## src/rtl/eth_tx_drv.sv

```systemverilog
`timescale 1ns/1ps
// eth_tx_drv
// Ethernet transmit driver. Accepts one complete fixed-size frame per
// valid/ready handshake and serialises it onto a byte-wide GMII-style PHY
// transmit interface as preamble, SFD, frame data, CRC-32 FCS, then a forced
// inter-frame gap.
//
// Ports:
//   clk             rising-edge clock
//   rst             synchronous, active-low reset
//   tx_drv_wr_data  frame to send; byte 0 is the most significant byte
//   tx_drv_wr_valid writer offers a frame
//   tx_drv_wr_ready registered; driver is idle and can take a frame
//   phy_txd         transmit byte
//   phy_tx_en       phy_txd carries a valid byte
//   tx_fsm_state    current FSM state encoding (debug/status)
//   tx_frame_count  frames fully transmitted, wraps at 16 bits
module eth_tx_drv #(
  parameter int ETH_MAX_FRAME_SIZE = 256,
  parameter int PREAMBLE_BYTES     = 7,
  parameter int IFG_BYTES          = 12
) (
  input  logic                          clk,
  input  logic                          rst,
  input  logic [ETH_MAX_FRAME_SIZE-1:0] tx_drv_wr_data,
  input  logic                          tx_drv_wr_valid,
  output logic                          tx_drv_wr_ready,
  output logic [7:0]                    phy_txd,
  output logic                          phy_tx_en,
  output logic [2:0]                    tx_fsm_state,
  output logic [15:0]                   tx_frame_count
);

  localparam int NB        = ETH_MAX_FRAME_SIZE / 8;
  localparam int FCS_BYTES = 4;
  localparam int MSB       = ETH_MAX_FRAME_SIZE - 1;

  // The shared byte counter must reach the longest state length minus one.
  localparam int MAX_LEN_A = (NB > PREAMBLE_BYTES) ? NB : PREAMBLE_BYTES;
  localparam int MAX_LEN_B = (MAX_LEN_A > IFG_BYTES) ? MAX_LEN_A : IFG_BYTES;
  localparam int MAX_LEN   = (MAX_LEN_B > FCS_BYTES) ? MAX_LEN_B : FCS_BYTES;
  localparam int CNT_W     = $clog2(MAX_LEN + 1);

  localparam logic [CNT_W-1:0] PRE_LAST  = CNT_W'(PREAMBLE_BYTES - 1);
  localparam logic [CNT_W-1:0] DATA_LAST = CNT_W'(NB - 1);
  localparam logic [CNT_W-1:0] FCS_LAST  = CNT_W'(FCS_BYTES - 1);
  localparam logic [CNT_W-1:0] IFG_LAST  = CNT_W'(IFG_BYTES - 1);

  localparam logic [31:0] CRC_POLY = 32'hEDB88320;

  typedef enum logic [2:0] {
    IDLE     = 3'd0,
    PREAMBLE = 3'd1,
    SFD      = 3'd2,
    DATA     = 3'd3,
    FCS      = 3'd4,
    IFG      = 3'd5
  } tx_state_t;

  tx_state_t               state_q, state_d;
  logic [CNT_W-1:0]        cnt_q, cnt_d;
  logic [MSB:0]            shift_q;
  logic [31:0]             crc_q;
  logic [31:0]             fcs;
  logic [7:0]              fcs_byte;
  logic                    accept;

  // Reflected CRC-32 update for one byte, bits consumed LSB first.
  function automatic logic [31:0] crc32_byte(input logic [31:0] crc_in,
                                             input logic [7:0]  data);
    logic [31:0] c;
    c = crc_in ^ {24'h0, data};
    for (int i = 0; i < 8; i++) begin
      c = c[0] ? ((c >> 1) ^ CRC_POLY) : (c >> 1);
    end
    return c;
  endfunction

  assign accept       = (state_q == IDLE) && tx_drv_wr_valid && tx_drv_wr_ready;
  assign fcs          = ~crc_q;
  assign tx_fsm_state = state_q;

  always_ff @(posedge clk) begin
    if (!rst) begin
      state_q <= IDLE;
      cnt_q   <= '0;
    end else begin
      state_q <= state_d;
      cnt_q   <= cnt_d;
    end
  end

  // The counter restarts on every state change and holds at zero in IDLE.
  always_comb begin
    state_d = state_q;
    case (state_q)
      IDLE:     if (accept)               state_d = PREAMBLE;
      PREAMBLE: if (cnt_q == PRE_LAST)    state_d = SFD;
      SFD:                                state_d = DATA;
      DATA:     if (cnt_q == DATA_LAST)   state_d = FCS;
      FCS:      if (cnt_q == FCS_LAST)    state_d = IFG;
      IFG:      if (cnt_q == IFG_LAST)    state_d = IDLE;
      default:                            state_d = IDLE;
    endcase
    cnt_d = ((state_d != state_q) || (state_q == IDLE)) ? '0 : cnt_q + 1'b1;
  end

  // FCS goes out least-significant byte first, indexed by the next count.
  always_comb begin
    fcs_byte = fcs[7:0];
    case (cnt_d[1:0])
      2'd1:    fcs_byte = fcs[15:8];
      2'd2:    fcs_byte = fcs[23:16];
      2'd3:    fcs_byte = fcs[31:24];
      default: fcs_byte = fcs[7:0];
    endcase
  end

  // Outputs are registered from the next state, so each output byte lines up
  // with the cycle in which tx_fsm_state shows the state that produced it.
  always_ff @(posedge clk) begin
    if (!rst) begin
      tx_drv_wr_ready <= 1'b0;
      phy_tx_en       <= 1'b0;
      phy_txd         <= 8'h00;
      tx_frame_count  <= 16'h0000;
      shift_q         <= '0;
      crc_q           <= '0;
    end else begin
      tx_drv_wr_ready <= (state_d == IDLE);
      phy_tx_en       <= (state_d == PREAMBLE) || (state_d == SFD) ||
                         (state_d == DATA) || (state_d == FCS);
      phy_txd         <= 8'h00;
      if (accept) begin
        shift_q <= tx_drv_wr_data;
        crc_q   <= 32'hFFFFFFFF;
      end
      case (state_d)
        PREAMBLE: phy_txd <= 8'h55;
        SFD:      phy_txd <= 8'hD5;
        DATA: begin
          phy_txd <= shift_q[MSB -: 8];
          shift_q <= shift_q << 8;
          crc_q   <= crc32_byte(crc_q, shift_q[MSB -: 8]);
        end
        FCS:      phy_txd <= fcs_byte;
        default:  phy_txd <= 8'h00;
      endcase
      if ((state_d == FCS) && (cnt_d == FCS_LAST)) begin
        tx_frame_count <= tx_frame_count + 16'd1;
      end
    end
  end

endmodule
```

## config.mk

```make
export PLATFORM = sky130hd
export DESIGN_NAME = eth_tx_drv
export DESIGN_NICKNAME = d
export VERILOG_FILES = /design/src/rtl/eth_tx_drv.sv
export SDC_FILE = /design/constraint.sdc
export NUM_CORES = 1
export LEC_CHECK = 0
export BUFFER_PORTS_ARGS = -buffer_cell sky130_fd_sc_hd__buf_2
export CAP_MARGIN = 20
export CORE_MARGIN = 2
export CORE_UTILIZATION = 60
export CTS_BUF_LIST = sky130_fd_sc_hd__clkbuf_8
export CTS_CLUSTER_SIZE = 24
export DETAILED_ROUTE_END_ITERATION = 16
export GPL_TIMING_DRIVEN = 0
export PLACE_DENSITY = 0.86
export SLEW_MARGIN = 20
export SYNTH_ARGS = -nofsm -noshare
export SYNTH_HDL_FRONTEND = slang
export SYNTH_SLANG_ARGS = --single-unit
```

## constraint.sdc

```tcl
create_clock -name clk -period 4 [get_ports clk]
set_clock_uncertainty 0.1 [all_clocks]
set_input_delay 1 -clock clk [delete_from_list [all_inputs] [get_ports clk]]
set_output_delay 1 -clock clk [all_outputs]
set_load 0.01 [all_outputs]
```

==> metrics.yaml, run 1 <==
grtUsageTotal: 0.338
synthesis.area_um2: 14400
antenna_found_initial: 17
fin_nets: 2426
hold_violations: 0
cts.sinks: 323
drive_above_1_share: 0.172
n_fill_cell: 1871
design.core.area_um2: 23500
die_x_um: 159
worst-path-max-fanout: 10
hold_buffers: 0
routabilityCongestion: 0.952
slew_headroom: 0.424
numCtsBuffers: 52
worst_slack_ns: 0.474
post-synth-top-area-cell: "dfxtp_1"
powerDensity_nw_per_um2: 423
drt-total-wl_um: 44500
first_global_vias: 14400
crit_start: "cnt_q[0]$_SDFF_PN0_"
worstPathRequired_ns: 4.31
arrival_ns: 3.84
hp-class: "reg -> reg"
pre_cts_ws_ns: 0.542
slowest_stage: "clkbuf_1"
ys_types: 49
firstDrtPassIters: 6
clock-root-buffer: "clkbuf_8"
rsz0062_at_grt: "false"
netSwitchingFraction: 0.272
path_cells: "ha_1 -> nand2_2 -> o311ai_4 -> clkbuf_1 -> clkbuf_1 -> clkbuf_1 -> a311oi_1"
drc: 0
multiInputGateArea_um2: 7290
row_count: 56
synth_edf_count: 0
tns_ns: 0
io_buffer_count: 286
dp_hpwl_um: 32400
worstSetupPathType: "reg -> reg"
yosysWarnings: 0
critPathBufInv: 3
grt_overflow: 0
startpoint_type: "register"
detail-route-antenna-nets: 0
postCtsResizedCells: 0
period_needed_ns: 3.53
clockPowerShare: 0.389
via_per_inst: 5.87
synth_top_area_frac: 0.449
num_vias: 14900
initial_core_util: 0.612
p_leak_nw: 7.02
io_pins: 288
max_stage_delay_ns: 0.58
clk_latency_ns: 0.58
ir_drop_mv: 0.269
syn_area_per_cell_um2: 7.90
drv_cap: 0
ctsHtreeMaxLevel: 2
synthTopCellsByArea: "dfxtp_1 45%, a311oi_1 15%, nand2_1 14%"
max_clock_freq_mhz: 284
tightest_slew_ns: 0.863
p_int_mw: 5.34
critPathCaptureType: "register"
synthesis.nets: 2086
synthTopCellsByCount: "544 x nand2_1, 323 x dfxtp_1, 263 x nor2_1, 248 x a311oi_1, 143 x clkbuf_1"
drv_slew: 0
seqPwrFrac: 0.477
r2r-start: "cnt_q[0]$_SDFF_PN0_"
async_flop_share: 0
seq_area_frac_synth: 0.449
fin_crit_sh: 0.881
p_switching_mw: 1.99
power.share.combinational: 0.134
yosysMostFrequentCell: "nand2_1"
cts.path.max_buffers: 3
status: "complete, no violations"
seqCellArea_um2: 6470
path_clk_slew_ns: 0.07
worstHoldStart: "shift_q[1]$_SDFFE_PP0N_"
holdWs_ns: 0.363
setup_violations: 0
area_delta_synth_final_pct: 20.3
crit_top_cell: "clkbuf_1"
die_y_um: 159
postSynthCellCount: 1823
synthFlopType: "dfxtp_1"
routedWlPerCell_um: 17.5
grt_pass1_wl_um: 71100
fin_util: 0.735
grt_max_degree: 14
ys_ff_latch: 323
cts_tree: "yes"
die_area_um2: 25200
dr.first_iter.drc_count: 1482
critPathTopFamily: "buffers and inverters"
cts_setup_buffers: 0
[area by class of cell]
| cell class | count | area share |
|---|---|---|
| multi-input combinational | 1331 | 0.421 |
| sequential | 323 | 0.373 |
| timing repair buffer | 286 | 0.0827 |
| clock buffer | 66 | 0.0525 |
| buffer | 161 | 0.0351 |
| tap | 319 | 0.0231 |
| clock inverter | 25 | 0.00766 |
| antenna | 19 | 0.00275 |
| inverter | 8 | 0.00173 |
[tightest hold or removal path, delay by kind of cell, from the launching register on]
family / cells / cell delay [ns]
DFF: 1 / 0.31
AOI/OAI and AO/OA: 1 / 0.05
and+or+nand+nor: 1 / 0.05
[per-stage QoR]
step	cell area (µm²)	std cells	total power, mW
2_1_floorplan	14400	1823	4.18
3_3_place_gp	16200	2428	4.49
3_5_place_dp	16200	2428	4.52
4_1_cts	17300	2519	7.31
5_1_grt	17300	2531	7.60
6_report	17300	2538	7.33
[routing by layer]
metal  vias to the layer above  track usage  share of wire
li1                       7114            -              -
met5                         -            0        0.00063
met3                       117       0.0745          0.092
met4                         4        0.164          0.037
met2                       756        0.538           0.46
met1                      6904        0.438           0.41
[flip-flops by register name, indices dropped and copies added, names as in the netlist]
| signal | cells |
|---|---|
| cnt_q | 6 |
| crc_q | 32 |
| phy_tx_en | 1 |
| phy_txd | 8 |
| shift_q | 256 |
| tx_drv_wr_ready | 1 |
| tx_frame_count | 16 |
| tx_fsm_state | 3 |
[cells by family after synthesis]
group                      share of synthesized area
and+or+nand+nor                                0.235
DFF                                            0.449
AOI/OAI and AO/OA                              0.211
buffers and inverters                         0.0443
adders and majority gates                    0.00348
xor gates and xnor gates                      0.0497
muxes                                        0.00765
[placed cells by master, fill, tap and decap left out, types with 2 or more instances in the layout]
cell type / count
nor3_1: 6
nand3_1: 10
nand4_1: 7
nand2b_1: 4
and2_1: 3
ha_1: 4
xor2_2: 3
diode_2: 19
mux2i_1: 11
clkbuf_1: 143
nor2_1: 263
inv_1: 24
a21oi_1: 50
buf_1: 15
nand2_1: 544
clkbuf_8: 66
or3_1: 3
o211ai_1: 3
xor2_1: 19
o31ai_1: 22
or2_2: 2
or4_1: 10
dfxtp_1: 323
clkinv_2: 6
nor4_1: 3
o21bai_1: 2
a311oi_1: 248
buf_2: 289
a221o_1: 8
a211oi_1: 5
xnor2_1: 54
o21ai_0: 25
a31oi_1: 4
[power groups by stage]
| stage | combinational (mW) | sequential, mW | clock, mW |
|---|---|---|---|
| detailed placement | 0.957 | 3.56 | 0 |
| finish | 0.980 | 3.50 | 2.85 |
| global placement | 0.932 | 3.56 | 0 |
| CTS | 0.965 | 3.49 | 2.85 |
| global route | 1.07 | 3.51 | 3.01 |
| floorplan | 0.654 | 3.53 | 0 |
[worst paths after layout]
check	to	slack (ns)	cells past startpoint
max	shift_q[11]$_SDFFE_PN0P_	0.47	7
min	shift_q[1]$_SDFFE_PP0N_	0.36	2
max reg2reg	shift_q[11]$_SDFFE_PN0P_	0.47	7
min reg2reg	shift_q[1]$_SDFFE_PP0N_	0.36	2
(Power assumes the default switching activity.)
==> run 2, diff against run 1 <==
--- a/config.mk
+++ b/config.mk
@@ -7,13 +7,13 @@
 export LEC_CHECK = 0
 export BUFFER_PORTS_ARGS = -buffer_cell sky130_fd_sc_hd__buf_2
 export CAP_MARGIN = 20
-export CORE_MARGIN = 2
-export CORE_UTILIZATION = 60
+export CORE_MARGIN = 3
+export CORE_UTILIZATION = 52
 export CTS_BUF_LIST = sky130_fd_sc_hd__clkbuf_8
 export CTS_CLUSTER_SIZE = 24
 export DETAILED_ROUTE_END_ITERATION = 16
 export GPL_TIMING_DRIVEN = 0
-export PLACE_DENSITY = 0.86
+export PLACE_DENSITY = 0.79
 export SLEW_MARGIN = 20
 export SYNTH_ARGS = -nofsm -noshare
 export SYNTH_HDL_FRONTEND = slang
==> constraint.sdc (replaced) <==
create_clock -name clk -period 3 [get_ports clk]
set_clock_uncertainty 0.1 [all_clocks]
set_input_delay 0.6 -clock clk [delete_from_list [all_inputs] [get_ports clk]]
set_output_delay 0.6 -clock clk [all_outputs]
set_load 0.01 [all_outputs]
==> run 2 against run 1 <==
  * Sequential power is 33% higher
  * Highest routed layer unchanged
  * Largest power group unchanged
  * Clock power rose by 35%
  * Flip-flop and latch count did not move
  * Die area up 18%
==> metrics.yaml, run 2 (synthesized netlist as in run 1, its figures left out) <==
status: "complete, no violations"
via_per_inst: 5.70
cts.sinks: 323
first_global_vias: 13500
worstHoldStart: "tx_drv_wr_data[6]"
dr.first_iter.drc_count: 1212
netSwitchingFraction: 0.272
num_vias: 14700
io_pins: 288
hp-class: "in -> reg"
cts.path.max_buffers: 3
die_x_um: 172
crit_top_cell: "clkbuf_2"
powerDensity_nw_per_um2: 563
drive_above_1_share: 0.182
clk_latency_ns: 0.57
p_leak_nw: 7.07
rsz0062_at_grt: "false"
antenna_found_initial: 9
slew_headroom: 0.457
die_area_um2: 29700
worstSetupPathType: "reg -> reg"
slowest_stage: "dfxtp_1"
worst-path-max-fanout: 10
worstPathRequired_ns: 3.32
drt-total-wl_um: 45000
grt_overflow: 0
path_clk_slew_ns: 0.07
layout_top_registers: "shift_q (256), crc_q (32), tx_frame_count (16)"
grt_pass1_wl_um: 69200
io_buffer_count: 286
period_needed_ns: 2.75
holdWs_ns: 0.171
design.core.area_um2: 27100
max_stage_delay_ns: 0.41
reg2reg_depth: 7
power.share.combinational: 0.134
detail-route-antenna-nets: 0
cts_tree: "yes"
setup_violations: 0
r2r-start: "cnt_q[1]$_SDFF_PN0_"
final_common_cell: "nand2_1"
regMostFlops: "shift_q"
hold_buffers: 0
tightest_slew_ns: 0.808
placed_cell_area_um2: 16300
arrival_ns: 3.07
reg2reg_slack_ns: 0.25
finalInstanceArea_um2: 17400
multiInputGateArea_um2: 7300
worstHoldPathCells: 3
p_switching_mw: 2.67
drc: 0
grtUsageTotal: 0.286
seqCellArea_um2: 6470
area_delta_synth_final_pct: 21.0
r2r-end: "shift_q[93]$_SDFFE_PN0P_"
mostFrequentLayoutCells: "544 x nand2_1, 322 x dfxtp_1, 289 x buf_2"
path_cells: "ha_1 -> nand2_2 -> o311ai_4 -> clkbuf_2 -> clkbuf_2 -> clkbuf_1 -> a311oi_1"
clock-root-buffer: "clkbuf_8"
ctsHtreeMaxLevel: 2
hold_end: "shift_q[6]$_SDFFE_PP0N_"
p_int_mw: 7.15
routedWlPerCell_um: 17.4
grt_max_degree: 13
initial_core_util: 0.531
drv_cap: 0
p_total_mw: 9.81
drv_slew: 0
max_clock_freq_mhz: 364
row_count: 60
firstDrtPassIters: 6
dp_hpwl_um: 33400
startpoint_type: "register"
fin_nets: 2429
clockPowerShare: 0.391
fin_crit_sh: 0.916
critPathCaptureType: "register"
ir_drop_mv: 0.328
seqPwrFrac: 0.475
n_fill_cell: 2423
die_y_um: 172
tns_ns: 0
hold_violations: 0
largest_reg_flops: 256
numCtsBuffers: 51
routabilityCongestion: 0.928
## run 2: cell types whose count changed in the layout (fill, tap and decap cells not counted), sizes merged
cell | before | now
inv | 26 | 21
buf | 304 | 307
clkinvlp | 0 | 1
clkbuf | 209 | 211
clkinv | 6 | 10
diode | 19 | 8
## run 2: per-stage QoR
| step | std cells | worst slack [ns] | utilization |
|---|---|---|---|
| floorplan | 1823 | 0.552 | - |
| global placement | 2481 | -0.303 | 0.601 |
| detailed placement | 2481 | -0.332 | 0.601 |
| CTS | 2573 | 0.0592 | 0.641 |
| global route | 2583 | 0.0289 | 0.643 |
| finish | 2585 | 0.253 | 0.643 |
## run 2: cell type report
type | count | area share
repair buffers | 290 | 0.0839
well taps | 372 | 0.0267
multi-input cells | 1331 | 0.419
plain buffers | 161 | 0.0358
flip-flops and latches | 323 | 0.371
clock buffers | 67 | 0.0529
clock inverters | 25 | 0.00783
diodes | 8 | 0.00115
inverters | 8 | 0.00172
## run 2: worst max path at each step
stage / startpoint / endpoint / slack, ns / cells after the start
2_1_floorplan: cnt_q[0]$_SDFF_PN0_ / tx_frame_count[8]$_SDFFE_PN0P_ / 0.55 / 7
3_3_place_gp: cnt_q[0]$_SDFF_PN0_ / shift_q[12]$_SDFFE_PN0P_ / -0.30 / 7
3_5_place_dp: cnt_q[0]$_SDFF_PN0_ / shift_q[11]$_SDFFE_PN0P_ / -0.33 / 7
4_1_cts: cnt_q[0]$_SDFF_PN0_ / shift_q[40]$_SDFFE_PN0P_ / 0.06 / 7
5_1_grt: tx_fsm_state[1]$_SDFF_PN0_ / shift_q[246]$_SDFFE_PN0P_ / 0.03 / 7
6_report: cnt_q[1]$_SDFF_PN0_ / shift_q[93]$_SDFFE_PN0P_ / 0.25 / 7
## run 2: critical path: cells and delay by family, from the launching register on
family,cells,cell delay [ns]
flip-flops,1,0.41
AO/OA/AOI/OAI,2,0.57
buffers and inverters,3,1.10
adder cells (fa/ha/maj),1,0.28
AND/OR/NAND/NOR,1,0.16
## run 2: power groups by stage
stage	clock network (mW)	logic (mW)	registers, mW
6_report	3.84	1.31	4.66
3_5_place_dp	0	1.29	4.74
5_1_grt	4.06	1.44	4.68
3_3_place_gp	0	1.27	4.74
2_1_floorplan	0	0.872	4.70
4_1_cts	3.85	1.30	4.66
## run 2: what timing repair did
| item | CTS | global route |
|---|---|---|
| pin swaps | 0 | 2 |
| setup buffers | 0 | 4 |
| endpoints found under the setup margin | 201 | 250 |
| gates resized for setup | 6 | 16 |
## run 2: routing by layer
layer	wire length (µm)	GRT usage	share of wire
met5	56	0	0.0012
met1	19400	0.397	0.43
met4	1170	0.0968	0.026
met2	20400	0.454	0.45
met3	3920	0.0494	0.087
